## config.mk

```make
export PLATFORM = sky130hd
export DESIGN_NAME = alu_op_sequencer_flat
export DESIGN_NICKNAME = d
export VERILOG_FILES = /design/src/rtl/alu_op_sequencer_if.sv /design/src/rtl/alu_op_sequencer.sv /design/src/flat_wrapper.sv
export SDC_FILE = /design/constraint.sdc
export NUM_CORES = 1
export LEC_CHECK = 0
export CELL_PAD_IN_SITES_DETAIL_PLACEMENT = 1
export CELL_PAD_IN_SITES_GLOBAL_PLACEMENT = 1
export CORE_ASPECT_RATIO = 0.5
export CORE_MARGIN = 8
export CORE_UTILIZATION = 24
export DETAILED_ROUTE_END_ITERATION = 12
export PLACE_DENSITY_LB_ADDON = 0.25
export SETUP_SLACK_MARGIN = 0.05
export SYNTH_ARGS = -nofsm -noshare
export SYNTH_HDL_FRONTEND = slang
export SYNTH_SLANG_ARGS = --single-unit
```

## constraint.sdc

```tcl
create_clock -name clk -period 2.7 [get_ports clk]
set_clock_uncertainty 0.05 [all_clocks]
set_input_delay 0.54 -clock clk [delete_from_list [all_inputs] [get_ports clk]]
set_output_delay 0.54 -clock clk [all_outputs]
set_load 0.005 [all_outputs]
```

## src/rtl/alu_op_sequencer_if.sv

```systemverilog
// Bus between the ALU operand/opcode front end, the four arithmetic units and the sequencer.
// Handshake: start is taken only while busy=0; valid is a one-cycle strobe with no back-pressure.
interface alu_op_sequencer_if;
  logic       start;
  logic [1:0] opcode;
  logic [2:0] portA;
  logic [2:0] portB;
  logic [3:0] done_i;
  logic [3:0] sal_suma;
  logic [3:0] sal_resta;
  logic [5:0] sal_mult;
  logic [3:0] sal_div;
  logic [3:0] init_o;
  logic [2:0] a_o;
  logic [2:0] b_o;
  logic [1:0] op_o;
  logic [5:0] result;
  logic       valid;
  logic       busy;
  logic       err;

  modport master (
    output start, opcode, portA, portB, done_i, sal_suma, sal_resta, sal_mult, sal_div,
    input  init_o, a_o, b_o, op_o, result, valid, busy, err
  );

  modport slave (
    input  start, opcode, portA, portB, done_i, sal_suma, sal_resta, sal_mult, sal_div,
    output init_o, a_o, b_o, op_o, result, valid, busy, err
  );
endinterface

```

## src/rtl/alu_op_sequencer.sv

```systemverilog
// Sequences one ALU operation at a time: latch operands, pulse the chosen unit, wait for done,
// commit a zero-extended result (or an error) with a one-cycle valid strobe.
module alu_op_sequencer #(
  parameter int TIMEOUT = 32
) (
  input  logic              clk,
  input  logic              rst,
  alu_op_sequencer_if.slave bus,
  output logic [1:0]        dbg_state
);

  typedef enum logic [1:0] {
    S_IDLE   = 2'd0,
    S_LAUNCH = 2'd1,
    S_WAIT   = 2'd2,
    S_DONE   = 2'd3
  } state_t;

  localparam logic [7:0] TIMER_LAST = 8'(TIMEOUT - 1);

  state_t     state_q, state_d;
  logic [7:0] timer_q, timer_d;
  logic [3:0] init_q, init_d;
  logic [2:0] a_q, a_d;
  logic [2:0] b_q, b_d;
  logic [1:0] op_q, op_d;
  logic [5:0] result_q, result_d;
  logic       valid_q, valid_d;
  logic       busy_q, busy_d;
  logic       err_q, err_d;
  logic [5:0] sel_result;

  always_ff @(posedge clk or negedge rst) begin
    if (!rst) begin
      state_q  <= S_IDLE;
      timer_q  <= '0;
      init_q   <= '0;
      a_q      <= '0;
      b_q      <= '0;
      op_q     <= '0;
      result_q <= '0;
      valid_q  <= 1'b0;
      busy_q   <= 1'b0;
      err_q    <= 1'b0;
    end else begin
      state_q  <= state_d;
      timer_q  <= timer_d;
      init_q   <= init_d;
      a_q      <= a_d;
      b_q      <= b_d;
      op_q     <= op_d;
      result_q <= result_d;
      valid_q  <= valid_d;
      busy_q   <= busy_d;
      err_q    <= err_d;
    end
  end

  // Narrow results are zero-extended; the subtractor code is passed through unsigned.
  always_comb begin
    sel_result = '0;
    case (op_q)
      2'd0:    sel_result = {2'b00, bus.sal_suma};
      2'd1:    sel_result = {2'b00, bus.sal_resta};
      2'd2:    sel_result = bus.sal_mult;
      default: sel_result = {2'b00, bus.sal_div};
    endcase
  end

  // Next-state logic; every output is registered from these next values.
  always_comb begin
    state_d  = state_q;
    timer_d  = timer_q;
    init_d   = init_q;
    a_d      = a_q;
    b_d      = b_q;
    op_d     = op_q;
    result_d = result_q;
    valid_d  = 1'b0;
    err_d    = err_q;
    case (state_q)
      S_IDLE: begin
        init_d = '0;
        if (bus.start) begin
          a_d   = bus.portA;
          b_d   = bus.portB;
          op_d  = bus.opcode;
          err_d = 1'b0;
          if (bus.opcode == 2'd3 && bus.portB == 3'd0) begin
            state_d  = S_DONE;
            err_d    = 1'b1;
            result_d = '0;
            valid_d  = 1'b1;
          end else begin
            state_d = S_LAUNCH;
            init_d  = 4'b0001 << bus.opcode;
            timer_d = '0;
          end
        end
      end
      S_LAUNCH: begin
        state_d = S_WAIT;
        timer_d = '0;
      end
      S_WAIT: begin
        timer_d = timer_q + 8'd1;
        // A completion on the last allowed cycle beats the timeout.
        if (bus.done_i[op_q]) begin
          state_d  = S_DONE;
          result_d = sel_result;
          err_d    = 1'b0;
          init_d   = '0;
          valid_d  = 1'b1;
        end else if (timer_q == TIMER_LAST) begin
          state_d  = S_DONE;
          result_d = '0;
          err_d    = 1'b1;
          init_d   = '0;
          valid_d  = 1'b1;
        end
      end
      default: begin
        state_d = S_IDLE;
        init_d  = '0;
      end
    endcase
    busy_d = (state_d != S_IDLE);
  end

  assign bus.init_o = init_q;
  assign bus.a_o    = a_q;
  assign bus.b_o    = b_q;
  assign bus.op_o   = op_q;
  assign bus.result = result_q;
  assign bus.valid  = valid_q;
  assign bus.busy   = busy_q;
  assign bus.err    = err_q;
  assign dbg_state  = state_q;

endmodule
```

## src/flat_wrapper.sv

```systemverilog
// flat-port wrapper written by rule: the top's interface ports become plain ports
module alu_op_sequencer_flat 
#(
  parameter int TIMEOUT = 32
)
  (clk, rst, dbg_state, bus_start, bus_opcode, bus_portA, bus_portB, bus_done_i, bus_sal_suma, bus_sal_resta, bus_sal_mult, bus_sal_div, bus_init_o, bus_a_o, bus_b_o, bus_op_o, bus_result, bus_valid, bus_busy, bus_err);
  alu_op_sequencer_if bus_i ();
  input  logic clk;
  input  logic rst;
  output logic [1:0] dbg_state;
  input wire logic [$bits(bus_i.start)-1:0] bus_start;
  input wire logic [$bits(bus_i.opcode)-1:0] bus_opcode;
  input wire logic [$bits(bus_i.portA)-1:0] bus_portA;
  input wire logic [$bits(bus_i.portB)-1:0] bus_portB;
  input wire logic [$bits(bus_i.done_i)-1:0] bus_done_i;
  input wire logic [$bits(bus_i.sal_suma)-1:0] bus_sal_suma;
  input wire logic [$bits(bus_i.sal_resta)-1:0] bus_sal_resta;
  input wire logic [$bits(bus_i.sal_mult)-1:0] bus_sal_mult;
  input wire logic [$bits(bus_i.sal_div)-1:0] bus_sal_div;
  output wire logic [$bits(bus_i.init_o)-1:0] bus_init_o;
  output wire logic [$bits(bus_i.a_o)-1:0] bus_a_o;
  output wire logic [$bits(bus_i.b_o)-1:0] bus_b_o;
  output wire logic [$bits(bus_i.op_o)-1:0] bus_op_o;
  output wire logic [$bits(bus_i.result)-1:0] bus_result;
  output wire logic [$bits(bus_i.valid)-1:0] bus_valid;
  output wire logic [$bits(bus_i.busy)-1:0] bus_busy;
  output wire logic [$bits(bus_i.err)-1:0] bus_err;
  assign bus_i.start = bus_start;
  assign bus_i.opcode = bus_opcode;
  assign bus_i.portA = bus_portA;
  assign bus_i.portB = bus_portB;
  assign bus_i.done_i = bus_done_i;
  assign bus_i.sal_suma = bus_sal_suma;
  assign bus_i.sal_resta = bus_sal_resta;
  assign bus_i.sal_mult = bus_sal_mult;
  assign bus_i.sal_div = bus_sal_div;
  assign bus_init_o = bus_i.init_o;
  assign bus_a_o = bus_i.a_o;
  assign bus_b_o = bus_i.b_o;
  assign bus_op_o = bus_i.op_o;
  assign bus_result = bus_i.result;
  assign bus_valid = bus_i.valid;
  assign bus_busy = bus_i.busy;
  assign bus_err = bus_i.err;
  alu_op_sequencer #(.TIMEOUT(TIMEOUT)) u_core (.clk(clk), .rst(rst), .bus(bus_i), .dbg_state(dbg_state));
endmodule
```

==> results.sh <==
export IMPL_status="finished clean"
export IMPL_path_max_fanout=6
export IMPL_worst_pin_slew_ns=0.4471
export IMPL_post_cts_resized=0
export IMPL_yosysSeqAreaShare_pct=47.33
export IMPL_synthesis_area_per_instance_um2=11.38
export IMPL_period_share_pct=81.22
export IMPL_clock_root_buffer="clkbuf_16"
export IMPL_worstSetupStartpointType="input port"
export IMPL_synth_top_area_share_pct=47.33
export IMPL_htreeDepth=2
export IMPL_cts_made_buffers=5
export IMPL_synth_top_area_cell="dfrtp_1"
export IMPL_grt_usage_pct=10.44
export IMPL_num_io_pins=56
export IMPL_vias=1408
export IMPL_muxShareOfSynthArea_pct=12.82
export IMPL_fin_nets=245
export IMPL_synth_top_family_by_area="compound AO/OA/AOI/OAI gates"
export IMPL_die_area_um2=9890
export IMPL_dp_slack_ns=0.2108
export IMPL_cts_tree="done"
export IMPL_dp_cells=292
export IMPL_hold_viol_final=0
export IMPL_r2r_setup_slack_ns=0.53
export IMPL_grt_antenna_before_repair=0
export IMPL_area_growth_synth_to_final_pct=50.53
export IMPL_core_region_area_um2=6648
export IMPL_powerDensity_nw_per_um2=987.1
export IMPL_setup_violations=0
export IMPL_async_flop_share_pct=100.0
export IMPL_gp_congestion=0.7776
export IMPL_synth_area_leaders="dfrtp_1 47%, mux4_1 6.4%, mux2_2 4.1%, ha_1 3.8%, a32o_1 3.1%"
export IMPL_ys_warn_count=0
export IMPL_cts_sinks=31
export IMPL_fill_cells=740
export IMPL_cp_num_buf_inv=1
export IMPL_core_rowCount=21
export IMPL_post_cts_setup_buffers=0
export IMPL_clock_latency_ns=0.28
export IMPL_utilization_pct=37.12
export IMPL_path_delay_family="compound AO/OA/AOI/OAI gates"
export IMPL_slew_headroom_pct=70.12
export IMPL_io_buffer_count=55
export IMPL_die_h_um=74.44
export IMPL_worstPathRequired_ns=2.82
export IMPL_synthTopCellsByCount="31 x dfrtp_1, 11 x nand2_1, 10 x o21ai_0"
export IMPL_vdd_drop_max_uv=327.4
export IMPL_grt_pass1_vias=1582
export IMPL_end_kind="register"
export IMPL_setup_ws_ns=0.5072
export IMPL_drtIter0Drc=36
export IMPL_tns_ns=0
export IMPL_first_pass_iters=4
export IMPL_syn_cell_area_um2=1639
export IMPL_synth_ff_type="dfrtp_1"
export IMPL_grt_max_degree=32
export IMPL_final_antenna_net_count=0
export IMPL_start_util_pct=24.66
export IMPL_clk_pin_slew_ns=0.05
export IMPL_crit_chain="clkdlybuf4s50_1 -> and2_1 -> a311o_1 -> or2_0 -> o41ai_2"
export IMPL_wl_um=4924
export IMPL_hold_buffers=0
export IMPL_arrival_ns=2.31
export IMPL_hp_class="reg -> reg"
export IMPL_yosys_cell_count_top_type="dfrtp_1"
export IMPL_die_x_um=132.9
export IMPL_finalNonFillerCells=300
export IMPL_syn_nets=182
export IMPL_synth_cell_types=39
export IMPL_p_leak_nw=1.039
export IMPL_dp_hpwl_um=3846
export IMPL_hold_ws_ns=0.4478
export IMPL_critPathKind="in -> reg"
export IMPL_num_antenna_cells=0
export IMPL_globalRouteOverflowTotal=0
export IMPL_grt_pass1_wl_um=8024
export IMPL_route_detailed_drc=0
export IMPL_maxCapViolCount=0
export IMPL_synth_seq_cells=31
export IMPL_slew_violations=0
export IMPL_synth_compound_area_share_pct=18.70
export IMPL_layout_drive_gt1_share_pct=14.42
export IMPL_synth_edf_count=0
export IMPL_cp_slowest_stage_delay_ns=0.47
export IMPL_slowest_stage="clkdlybuf4s50_1"
export IMPL_rsz0062_at_grt="false"
export IMPL_synth_cells=144
export IMPL_synth_fa_ha_area_share_pct=3.817
export IMPL_avgViaCountPerCell=4.693
export IMPL_clockBufferDepth=2
export IMPL_synth_xor_area_share_pct=0
export IMPL_avgRoutedWirePerCell_um=16.41
export IMPL_final_min_clock_period_ns=2.193
export IMPL_synthSimpleGateAreaFrac_pct=14.35
export IMPL_fmax_mhz=456.0
cells by family after synthesis:
| group | count (synthesis) |
|---|---|
| AOI/OAI and AO/OA | 40 |
| adders and majority gates | 5 |
| buffers and inverters | 10 |
| DFF | 31 |
| and+or+nand+nor | 46 |
| muxes | 12 |
final timing paths:
kind / startpoint / end / depth (start not counted)
min in group asynchronous: rst / u_core.bus.b_o[2]$_DFFE_PN0P_ / 2
max in group asynchronous: rst / u_core.bus.busy$_DFF_PN0_ / 2
max reg2reg: u_core.dbg_state[0]$_DFF_PN0_ / u_core.bus.init_o[1]$_DFFE_PN0P_ / 6
min: u_core.bus.result[4]$_DFFE_PN0P_ / u_core.bus.result[4]$_DFFE_PN0P_ / 1
min reg2reg: u_core.bus.result[4]$_DFFE_PN0P_ / u_core.bus.result[4]$_DFFE_PN0P_ / 1
max: bus_opcode[0] / u_core.timer_q[5]$_DFFE_PN0P_ / 5
final cells by class:
cell class / instances / area (um2) / share of cell area [%]
clock buffer: 5 / 125.1 / 5.071
clock inverter: 3 / 15.01 / 0.6085
inverter: 3 / 11.26 / 0.4564
multi-input combinational: 103 / 814.5 / 33.01
sequential: 31 / 775.7 / 31.44
tap: 92 / 115.1 / 4.665
timing repair buffer: 63 / 610.6 / 24.75
sequential cells by signal, indices dropped and copies added, names as in the netlist:
signal             flops
u_core.bus.result      6
u_core.bus.valid       1
u_core.bus.op_o        2
u_core.dbg_state       2
u_core.bus.a_o         3
u_core.bus.init_o      4
u_core.bus.b_o         3
u_core.bus.busy        1
u_core.bus.err         1
u_core.timer_q         8
metrics by stage:
step | total power, mW | instance area (um2)
after floorplan | 1.364 | 1639
after global placement | 1.884 | 2327
after detailed placement | 1.925 | 2327
after CTS | 2.478 | 2467
after global routing | 2.607 | 2467
final | 2.435 | 2467
power by group:
part,internal [mW],total (mW),switching [mW]
registers,0.629,0.756,0.127
clock network,0.336,0.537,0.201
logic,0.638,1.14,0.505
cell usage in the layout, fill, tap and decap left out, drive strengths merged:
cell type / count
a211o: 1
a21o: 1
a21oi: 7
a22o: 5
a311o: 1
a32o: 5
and2: 2
and2b: 1
and3: 1
and4: 1
buf: 8
clkbuf: 5
clkdlybuf4s50: 55
clkinv: 3
dfrtp: 31
ha: 5
inv: 3
mux2: 7
mux4: 5
nand2: 12
nand2b: 2
nand3: 9
nand4: 2
nor2: 9
nor2b: 1
nor3: 3
o211a: 1
o21a: 2
o21ai: 10
o22ai: 3
o31ai: 2
o41ai: 2
or2: 1
or3: 1
or4: 1
routing by layer:
metal | vias up | wire length (um) | GRT usage (%)
met1 | 701 | 2187 | 11.63
li1 | 671 | - | -
met4 | 0 | 76 | 5.237
met3 | 6 | 299 | 4.178
met2 | 30 | 2361 | 17.40
met5 | - | 0 | 0
(Power assumes the default switching activity.)
